### config.mk
export PLATFORM = sky130hd
export DESIGN_NAME = gate_window_sequencer
export DESIGN_NICKNAME = d
export VERILOG_FILES = /design/src/rtl/gate_window_sequencer.sv
export SDC_FILE = /design/constraint.sdc
export NUM_CORES = 1
export LEC_CHECK = 0
export ABC_AREA = 0
export CORE_ASPECT_RATIO = 0.6
export CORE_MARGIN = 2
export CORE_UTILIZATION = 32
export CTS_BUF_LIST = sky130_fd_sc_hd__clkbuf_4
export CTS_CLUSTER_SIZE = 30
export DETAILED_ROUTE_END_ITERATION = 12
export PLACE_DENSITY_LB_ADDON = 0.12
export REMOVE_ABC_BUFFERS = 1
export SLEW_MARGIN = 40
export SYNTH_ARGS = -nofsm -noshare
export SYNTH_HDL_FRONTEND = slang
export SYNTH_SLANG_ARGS = --single-unit
### constraint.sdc
create_clock -name Clk -period 2.7 [get_ports Clk]
set_input_delay 0.405 -clock Clk [delete_from_list [all_inputs] [get_ports Clk]]
set_output_delay 0.405 -clock Clk [all_outputs]
set_load 0.02 [all_outputs]
### src/rtl/gate_window_sequencer.sv
// Gate-window timebase for the frequency meter: opens Gate for GATE_CYCLES, pulses Latch, then holds.
// Optional AUTO_RESTART_EN: HOLD rolls straight back into GATE until Stop is seen.
module gate_window_sequencer #(
  parameter int GATE_CYCLES = 1000,
  parameter int HOLD_CYCLES = 4,
  parameter int TIMER_SIZE  = 16,
  parameter int MEAS_SIZE   = 8
) (
  input  logic                 Clk,
  input  logic                 Reset,
  input  logic                 Start,
  input  logic                 Stop,
  output logic                 Gate,
  output logic                 Latch,
  output logic                 Busy,
  output logic [MEAS_SIZE-1:0] MeasCount
);

  typedef enum logic [1:0] {IDLE, GATE, LATCH, HOLD} state_t;

  localparam logic [TIMER_SIZE-1:0] GATE_LAST = TIMER_SIZE'(GATE_CYCLES - 1);
  localparam logic [TIMER_SIZE-1:0] HOLD_LAST = TIMER_SIZE'(HOLD_CYCLES - 1);

  state_t                state, state_nx;
  logic [TIMER_SIZE-1:0] timer, timer_nx;
  logic [MEAS_SIZE-1:0]  meas_nx;
  logic                  startq, start_rise;
  logic                  gate_nx, latch_nx, busy_nx;

  assign start_rise = Start & ~startq;

  // Falling-edge state so Gate/Latch settle half a period before the counter's rising edge.
  always_ff @(negedge Clk or posedge Reset) begin
    if (Reset) begin
      state     <= IDLE;
      timer     <= '0;
      startq    <= 1'b0;
      MeasCount <= '0;
      Gate      <= 1'b0;
      Latch     <= 1'b0;
      Busy      <= 1'b0;
    end else begin
      state     <= state_nx;
      timer     <= timer_nx;
      startq    <= Start;
      MeasCount <= meas_nx;
      Gate      <= gate_nx;
      Latch     <= latch_nx;
      Busy      <= busy_nx;
    end
  end

  always_comb begin
    state_nx = state;
    timer_nx = timer;
    meas_nx  = MeasCount;
    case (state)
      IDLE: begin
        if (start_rise && !Stop) begin
          state_nx = GATE;
          timer_nx = '0;
        end
      end
      GATE: begin
        if (Stop)                    state_nx = IDLE;
        else if (timer == GATE_LAST) state_nx = LATCH;
        else                         timer_nx = timer + TIMER_SIZE'(1);
      end
      LATCH: begin
        // An abort during the latch period must not count the window.
        if (Stop) state_nx = IDLE;
        else begin
          state_nx = HOLD;
          timer_nx = '0;
          meas_nx  = MeasCount + MEAS_SIZE'(1);
        end
      end
      HOLD: begin
        if (Stop) state_nx = IDLE;
        else if (timer == HOLD_LAST) begin
`ifdef AUTO_RESTART_EN
          state_nx = GATE;
          timer_nx = '0;
`else
          state_nx = IDLE;
`endif
        end else timer_nx = timer + TIMER_SIZE'(1);
      end
      default: state_nx = IDLE;
    endcase
  end

  // Outputs decoded from the next state so they register on the same edge as the state.
  always_comb begin
    gate_nx  = (state_nx == GATE);
    latch_nx = (state_nx == LATCH);
    busy_nx  = (state_nx != IDLE);
  end

endmodule

# Yosys cells after proc, flatten, opt, wreduce, memory -nomap -nowiden
# Index checks and enable logic that the tools add are counted.
[classes]
add_sub_neg = 2
eq_ne = 13
n_mux = 14
bitwise_logic = 3
n_reduce_logical = 6
[ops]
columns = ["operator", "n"]
rows = [
  ["$mux W16", 6],
  ["$pmux W16 S4", 1],
  ["$add A16 B1 Y16 const B", 1],
  ["$eq A16 B10 Y1 const B", 1],
  ["$eq A16 B2 Y1 const B", 1],
  ["$mux W2", 6],
  ["$ne A2 B2 Y1 const B", 6],
  ["$add A8 B1 Y8 const B", 1],
  ["$pmux W2 S4", 1],
  ["$eq A2 B2 Y1 const B", 3],
  ["$reduce_and A6 Y1", 1],
  ["$eq A2 B1 Y1 const B", 2],
  ["$logic_not A2 Y1", 1],
  ["$not A1 Y1", 2],
  ["$reduce_and A2 Y1", 1],
  ["$reduce_bool A2 Y1", 1],
  ["$and A1 B1 Y1", 1],
  ["$logic_and A1 B1 Y1", 1],
  ["$logic_not A1 Y1", 1],
]
[totals]
regBits = 30
out_inout_bits = 11
wordCells = 45

# Longest topological paths before layout
[logic_depth]
word_depth = 6
depth_mapped = 9

==> reports/results.ini <==
[setup_path]
critPathRequiredTime_ns = 2.30
r2r_slack_ns = 0.35
crit_type = register to primary output
destination_of_the_worst_register_to_register_timing_path = timer[14]$_DFFE_NP0P_
cpPeakStageDelay_ns = 0.43
cpMaxStageDelayCell = sky130_fd_sc_hd__dfrtn_1
critical_path.startpoint = MeasCount[6]$_DFFE_NP0P_
worst_r2r_path_depth = 6
worst_path_dominant_cell_family = flip-flops
cp-end-kind = primary output
cp.arrival_ns = 2.27
capturing_element_of_the_worst_setup_path = MeasCount[6]
worstPathBufferInverterCount = 1
critical_path.startpoint_type = register
worstPathCellList = buf_2
cp_num_cells = 1
crit_fanout = 2
r2r_start = timer[0]$_DFFE_NP0P_

[logic_synthesis]
synthCells = 158
fraction_of_registers_with_async_set_reset = 1.00
seq_area_frac_synth = 0.472
number_of_synthesized_flops_with_an_enable_pin = 0
synth_seq_cells = 30
synth.yosys.warnings = 0
synth_ff_type = sky130_fd_sc_hd__dfrtn_1
post_synth.cell_area_avg_sq_um = 10.1
synth_cell_type_count = 44
netlist_area_sq_mm = 0.00159

[cells_and_area]
fin_util = 0.431
antenna_diode_instance_count = 0
final_net_count = 202
mostFrequentLayoutCell = sky130_fd_sc_hd__dfrtn_1
areaGrowthSynthToFinish_pct = 27.0
commonest_cells_after_routing_fill_and_taps_aside = sky130_fd_sc_hd__dfrtn_1 (30), sky130_fd_sc_hd__buf_4 (23), sky130_fd_sc_hd__nand2_1 (14)
fraction_of_final_layout_cells_with_drive_strength_greater_than_1 = 0.294

[drt]
route.detailed.vias_per_inst = 5.25
ant_nets = 0
avgRoutedWirePerCell_um = 15.3
drt_iter0_drc = 99
drt_drc_violations_left = 0
route.final.wire_length_mm = 3.99
drt_pass1_iterations = 4
num_vias = 1365

[die]
die_y_um = 58.6
die_width_um = 95.0
fp.coreArea_sq_mm = 0.00468
row_count = 19
ios = 15
floorplan.initialDensity = 0.340
design.die.area_sq_mm = 0.00557

[grt]
vias_in_the_first_global_route = 1293
pin_count_of_the_biggest_net_entering_global_routing = 31
grtUsageTotal = 0.161
antenna_violations_before_repair = 0
global_route.overflow_total = 0
grt_pass1_wl_mm = 6.66

[timing]
rsz0062_at_grt = false
post_route_skew_ns = 0.00596
fin_ws_ns = 0.0257
final_setup_violation_count = 0
slew_violations = 0
timing.hold.ws_ns = 0.470
timing_worst_slew_pin_value_ns = 0.550
slew-limit-headroom = 0.630
fin_tns_setup_ns = 0
finalHoldViolations = 0

[place]
dp_worst_setup_slack_ns = -0.862
dpl.hpwl_mm = 2.86
gpl.final_weighted_congestion = 0.891
port-buffer-count = 14

[clock_network]
worst_setup_hold_path_clk_slew_ns = 0.07
cts_tree = yes
clock_sinks = 30
insertion_delay_ns = 0.32
cts-root-to-sink-buffers = 2
cts_made_buffers = 5
ctsHtreeMaxLevel = 2
root_buffer = sky130_fd_sc_hd__clkbuf_4

[power_and_ir_drop]
power_density_mw_per_mm2 = 415
ir_worst_vdd_mv = 0.221
leakage_nw = 0.938

[min_path]
min-delay-path-class = register to register

[run]
maxCapViolCount = 0

[status]
result_of_the_run = complete, no violations

cell families after synthesis:
kind of cell	Yosys count	share of synthesized area
compound gates	33	0.161
xor+xnor	7	0.0386
fa+ha+maj	2	0.0157
buf+inv	13	0.0417
flops	30	0.472
mux	4	0.0260
simple gates	69	0.245
worst min path at each step:
stage | cells after the start | endpoint | slack, ns | start
after global routing | 1 | timer[0]$_DFFE_NP0P_ | 0.52 | timer[0]$_DFFE_NP0P_
final | 1 | timer[0]$_DFFE_NP0P_ | 0.47 | timer[0]$_DFFE_NP0P_
after floorplan | 1 | timer[11]$_DFFE_NP0P_ | 0.42 | timer[11]$_DFFE_NP0P_
after global placement | 1 | timer[11]$_DFFE_NP0P_ | 0.45 | timer[11]$_DFFE_NP0P_
after CTS | 1 | timer[0]$_DFFE_NP0P_ | 0.48 | timer[0]$_DFFE_NP0P_
after detailed placement | 1 | timer[0]$_DFFE_NP0P_ | 0.48 | timer[0]$_DFFE_NP0P_
worst register-to-register path, cell delays in order, from the launching register on:
cell and delay (ns):
sky130_fd_sc_hd__dfrtn_1 0.47, sky130_fd_sc_hd__ha_1 0.29, sky130_fd_sc_hd__nand3_1 0.27, sky130_fd_sc_hd__nor4_1 0.58, sky130_fd_sc_hd__nand3_1 0.16, sky130_fd_sc_hd__and3_1 0.20
sky130_fd_sc_hd__a221o_1 0.25
cells in the mapped netlist, types with 2 or more instances:
cell,count,area (sq um)
sky130_fd_sc_hd__a211oi_1,2,15.0
sky130_fd_sc_hd__a21o_1,4,30.0
sky130_fd_sc_hd__a221o_1,4,40.0
sky130_fd_sc_hd__and3_1,7,43.8
sky130_fd_sc_hd__buf_2,2,10.0
sky130_fd_sc_hd__buf_6,2,22.5
sky130_fd_sc_hd__clkbuf_1,2,7.51
sky130_fd_sc_hd__dfrtn_1,30,751
sky130_fd_sc_hd__ha_1,2,25.0
sky130_fd_sc_hd__inv_1,6,22.5
sky130_fd_sc_hd__mux2i_1,3,30.0
sky130_fd_sc_hd__nand2_1,14,52.6
sky130_fd_sc_hd__nand2b_1,2,12.5
sky130_fd_sc_hd__nand3_1,7,35.0
sky130_fd_sc_hd__nand4_1,5,31.3
sky130_fd_sc_hd__nor2_1,13,48.8
sky130_fd_sc_hd__nor3_1,5,25.0
sky130_fd_sc_hd__nor4_1,2,12.5
sky130_fd_sc_hd__nor4b_2,2,30.0
sky130_fd_sc_hd__o21ai_0,7,35.0
sky130_fd_sc_hd__o31ai_1,7,52.6
sky130_fd_sc_hd__or3_1,3,18.8
sky130_fd_sc_hd__xnor2_1,6,52.6
power breakdown:
part	internal (mW)	switching [mW]
combinational	0.0466	0.0552
clock	0.108	0.156
sequential	0.462	0.0103
total	0.616	0.221
layout make-up:
type / count / area, sq um
well taps: 63 / 78.8
clock inverters: 2 / 8.76
inverters: 7 / 28.8
fillers: 465 / 2660
repair buffers: 37 / 294
clock buffers: 6 / 45.0
flip-flops and latches: 30 / 751
multi-input cells: 115 / 813
repair_timing:
action | CTS | global route
hold buffers | 0 | 0
buffers inserted | 3 | 2
resized for setup | 62 | 8
pin swaps | 9 | 3
endpoints found under the setup margin | 35 | 12
stage by stage:
stage	instance area [sq um]	cells	power [mW]
floorplan	1550	152	0.523
global placement	1920	247	0.571
detailed placement	1920	247	0.572
CTS	1990	258	0.843
global route	2020	260	0.881
finish	2020	260	0.838
flip-flops by register name, summed over array words and instances (netlist names):
name / count
MeasCount: 8
Latch: 1
Gate: 1
Busy: 1
state: 2
timer: 16
startq: 1
layer usage:
metal,routed length (um),share of wire,GRT usage,vias up
met2,1460,0.37,0.195,40
met3,250,0.063,0.0474,7
met4,59,0.015,0.0704,0
li1,-,-,-,662
met1,2220,0.56,0.256,656
met5,0,0,0,-
(Power assumes the default switching activity.)
==> RTL edit 1: new RTL, config.mk and constraints unchanged <==
The option `AUTO_RESTART_EN` is turned on by a define.
--- a/src/rtl/gate_window_sequencer.sv
+++ b/src/rtl/gate_window_sequencer.sv
@@ -1,5 +1,7 @@
 // Gate-window timebase for the frequency meter: opens Gate for GATE_CYCLES, pulses Latch, then holds.
 // Optional AUTO_RESTART_EN: HOLD rolls straight back into GATE until Stop is seen.
+`define AUTO_RESTART_EN
+
 module gate_window_sequencer #(
   parameter int GATE_CYCLES = 1000,
   parameter int HOLD_CYCLES = 4,
Function: same outputs for any inputs over 10 cycles, from zero or initial values and one cycle with Reset high; that may be too few to reach the edited logic, so the function may still have changed.
==> RTL edit 1 against the unedited design <==
Wire length rose by 12%; via count rose by 5.8%; critical path depth rose by 5; worst setup slack improved by 1.7 ps; total power fell by 0.46%; area after synthesis rose by 2.2%; clock skew rose by 0.54 ps; final area rose by 3.6%; first-iteration DRC count rose by 22%; non-clock buffer count fell by 2; sequential cell count did not move; critical endpoint is now timer[14]$_DFFE_NP0P_.
==> RTL edit 1: results (changes against the unedited design) <==
| Metric | Value |
|---|---|
| Worst vdd ir | 232 uV (was 221 uV) |
| Crit path largest cell delay | 360 ps (was 430 ps) |
| DPL Wire Length | 3180 um (was 2860 um) |
| Hold slack | 512 ps (was 470 ps) |
| Worst Hold Path Cells | 1 (unchanged) |
| Dpl ws | -755 ps (was -862 ps) |
| Via/cell ratio | 5.58 (was 5.25) |
| Crit Path Max Fanout | 5 (was 2) |
| Critical Path Sink | timer[14]$_DFFE_NP0P_ (was MeasCount[6]) |
| Slew @ Worst Pin | 640 ps (was 550 ps) |
| Clk pwr share | 32.2% (was 31.4%) |
| First-pass GRT wire length | 7490 um (was 6660 um) |
| Area Overhead vs Synth | 28.7% (was 27.0%) |
| Reg power frac | 56.5% (was 56.4%) |
| Leakage | 0.894 nW (was 0.938 nW) |
| Final worst slack | 27.3 ps (was 25.7 ps) |
| Routability-driven placement congestion ratio | 0.894 (was 0.891) |
| Capturing point of the worst reg2reg path | timer[0]$_DFFE_NP0P_ (was timer[14]$_DFFE_NP0P_) |
| Sw Pwr | 0.221 mW (about the same) |
| Area contributors post-synth | dfrtn_1 46%, or4_1 3.7%, a22o_1 2.7%, and4_1 2.7%, nand2_1 2.3% (was dfrtn_1 47%, nand2_1 3.3%, o31ai_1 3.3%, xnor2_1 3.3%, nor2_1 3.1%) |
| Reg2reg setup slack | 300 ps (was 350 ps) |
| Register area share after synthesis | 46.2% (was 47.2%) |
| Final nets | 198 (was 202) |
| Synth Instances | 153 (was 158) |
| CP Data Arrival Time | 1500 ps (was 2270 ps) |
| Starting DRT DRC Count | 121 (was 99) |
| Share of layout cells above drive strength 1 | 32.6% (was 29.4%) |
| Fill count | 494 (was 465) |
| # Post-CTS Setup Buffers | 2 (was 3) |
| Synth top cells by count | 30 x dfrtn_1, 10 x nand2_1, 8 x or4_1, 7 x inv_1, 7 x nor2_1 (was 30 x dfrtn_1, 14 x nand2_1, 13 x nor2_1) |
| Status | completed (unchanged) |
| Unique masters post-synth | 43 (was 44) |
| Non-Filler Instances | 259 (was 260) |
| ANT cells | 0 (unchanged) |
| R2r worst-path depth | 5 (was 6) |
[RTL edit 1: metal layers]
| metal | global-route usage [%] | wire [um] | up-vias |
|---|---|---|---|
| met4 | 5.10 | 48 | 0 |
| met5 | 0 | 0 | - |
| met3 | 4.58 | 299 | 6 |
| met2 | 24.5 | 1800 | 46 |
| met1 | 27.4 | 2320 | 712 |
| li1 | - | - | 680 |
[RTL edit 1: kinds of logic after synthesis]
kind of cell	Yosys count	share of synthesized area [%]
XOR/XNOR	7	3.77
adder cells (fa/ha/maj)	2	1.54
multiplexers	3	2.00
AND/OR/NAND/NOR	62	24.0
AO/OA/AOI/OAI	37	19.6
flip-flops	30	46.2
buffers and inverters	12	2.93
[RTL edit 1: area by class of cell]
class / instances / area share (%)
clock inverter: 2 / 0.419
clock buffer: 6 / 2.15
tap: 66 / 3.95
multi-input combinational: 112 / 42.6
inverter: 8 / 1.56
sequential: 30 / 35.9
timing repair buffer: 35 / 13.5
==> RTL edit 2: new RTL, config.mk and constraints unchanged <==
Made on the original files. The 4 states of `state_t` get a one-hot encoding in 4 bits.
--- a/src/rtl/gate_window_sequencer.sv
+++ b/src/rtl/gate_window_sequencer.sv
@@ -16,7 +16,7 @@
   output logic [MEAS_SIZE-1:0] MeasCount
 );
 
-  typedef enum logic [1:0] {IDLE, GATE, LATCH, HOLD} state_t;
+  typedef enum logic [3:0] {IDLE = 4'b0001, GATE = 4'b0010, LATCH = 4'b0100, HOLD = 4'b1000} state_t;
 
   localparam logic [TIMER_SIZE-1:0] GATE_LAST = TIMER_SIZE'(GATE_CYCLES - 1);
   localparam logic [TIMER_SIZE-1:0] HOLD_LAST = TIMER_SIZE'(HOLD_CYCLES - 1);
Function: no difference found for any inputs over 10 cycles, from zero or initial values and one cycle with Reset high; not proved beyond that.
==> RTL edit 2 against the unedited design <==
The run now ends with setup timing left; die area is 5.1% higher; sequential cell count is 2 higher; total power is 1.2% lower; worst setup slack worse by 29 ps; combinational power is 30% lower; area after synthesis is 5.4% higher; final area is 7.7% higher; wire length is 9.1% higher.
==> RTL edit 2: results (changes against the unedited design) <==
| Metric | Value |
|---|---|
| Status | finished, violations left (was completed) |
| Violated checks | setup timing |
| Endpoints failing setup | 1 (was 0) |
| Starting DRT DRC Count | 71 (was 99) |
| Crit Path Max Fanout | 4 (was 2) |
| Leakage | 1.05 nW (was 0.938 nW) |
| Area contributors post-synth | dfrtn_1 46%, o21ai_0 3.3%, o21ai_1 3.3%, xor2_1 3.1%, nor2_1 2.9% (was dfrtn_1 47%, nand2_1 3.3%, o31ai_1 3.3%, xnor2_1 3.3%, nor2_1 3.1%) |
| Slew HR | 63.6% (was 63.0%) |
| Via/cell ratio | 5.20 (was 5.25) |
| Clk_skew | 60.1 ps (was 5.96 ps) |
| Largest net degree at the start of global routing | 33 (was 31) |
| CP max stage cell | or3_4 (was dfrtn_1) |
| Crit. Startpoint | Stop (was MeasCount[6]$_DFFE_NP0P_) |
| Hold EP | timer[14]$_DFFE_NP0P_ (was timer[0]$_DFFE_NP0P_) |
| Unique masters post-synth | 43 (was 44) |
| Fill count | 501 (was 465) |
| Register area share after synthesis | 47.8% (was 47.2%) |
| Final nets | 214 (was 202) |
| CP Data Arrival Time | 1530 ps (was 2270 ps) |
| Clock Latency Late Sink | 380 ps (was 320 ps) |
| Worst vdd ir | 153 uV (was 221 uV) |
| Total GRT Usage | 16.4% (was 16.1%) |
| Hold slack | 443 ps (was 470 ps) |
| Synth top cells by count | 31 x dfrtn_1, 13 x nor2_1, 12 x nand2_1, 11 x o21ai_0, 11 x o21ai_1 (was 30 x dfrtn_1, 14 x nand2_1, 13 x nor2_1) |
| DPL Wire Length | 2810 um (was 2860 um) |
| Dpl cells | 257 (was 247) |
| Top delay family on crit path | buffers and inverters (was flip-flops) |
| DR vias | 1431 (was 1365) |
| Final worst slack | -2.88 ps (was 25.7 ps) |
| First-pass GRT wire length | 7290 um (was 6660 um) |
| Vias in the first global route | 1355 (was 1293) |
| Wire per inst | 15.8 um (was 15.3 um) |
| Placed instance area | 1980 um2 (was 1920 um2) |
| R2r worst-path depth | 5 (was 6) |
## RTL edit 2: cell types whose count changed after synthesis, sizes merged, moves of 4 or more
cell / change
a21o: -4
a21oi: +8
a221o: -4
and3: -4
o21ai: +15
xor2: +5
## RTL edit 2: timing repair
action                                  in CTS  in global routing
endpoints found under the setup margin      40                 23
resized for setup                           72                 13
buffers inserted                             8                  1
pin swaps                                    7                  3
cloned                                       2                  0
## RTL edit 2: logic make-up after synthesis
group / after synthesis / synth area share, %
and+or+nand+nor: 70 / 25.4
AOI/OAI and AO/OA: 42 / 15.4
DFF: 32 / 47.8
buffers and inverters: 13 / 4.55
xor gates and xnor gates: 9 / 4.70
adders and majority gates: 2 / 1.49
muxes: 1 / 0.672
## RTL edit 2: worst max path at each step
stage | cells after the start | end | slack, ps
4_1_cts | 8 | timer[3]$_DFFE_NP0P_ | -10
2_1_floorplan | 5 | MeasCount[7]$_DFFE_NP0P_ | -170
3_3_place_gp | 6 | MeasCount[7]$_DFFE_NP0P_ | -690
6_report | 8 | timer[3]$_DFFE_NP0P_ | -3
5_1_grt | 8 | timer[3]$_DFFE_NP0P_ | -40
3_5_place_dp | 6 | MeasCount[7]$_DFFE_NP0P_ | -710
## RTL edit 2: power breakdown
group | internal (mW) | leakage, nW | switching (mW)
registers | 0.488 | 0.440 | 0.00494
clock network | 0.0952 | 0.0432 | 0.168
logic | 0.0352 | 0.571 | 0.0366
## RTL edit 2: layout make-up
cell class                      instances  area share [%]
Timing Repair Buffer                   39            16.3
Tap cell                               66            3.80
Inverter                                5           0.863
Multi-Input combinational cell        124            39.8
Clock inverter                          4           0.690
Clock buffer                            5            1.73
Sequential cell                        32            36.9
## RTL edit 2: layer usage
layer  global-route usage (%)  wire length, um
met5                        0                0
met4                     4.17               33
met3                     4.09              276
met2                     22.9             1770
met1                     25.2             2270
## RTL edit 2: stage by stage
stage          setup slack [ps]  util (%)  TNS [ps]
2_1_floorplan              -172         -     -1190
5_1_grt                   -37.4      43.0     -52.1
3_3_place_gp               -687      39.2    -17060
4_1_cts                   -13.7      42.5     -43.0
3_5_place_dp               -706      39.2    -17710
6_report                  -2.88      43.0     -2.88
## RTL edit 2: worst register-to-register path: cells and delay by family, from the launching register on
family,cells,cell delay [ps]
flops,1,550
simple gates,3,730
compound gates,2,540
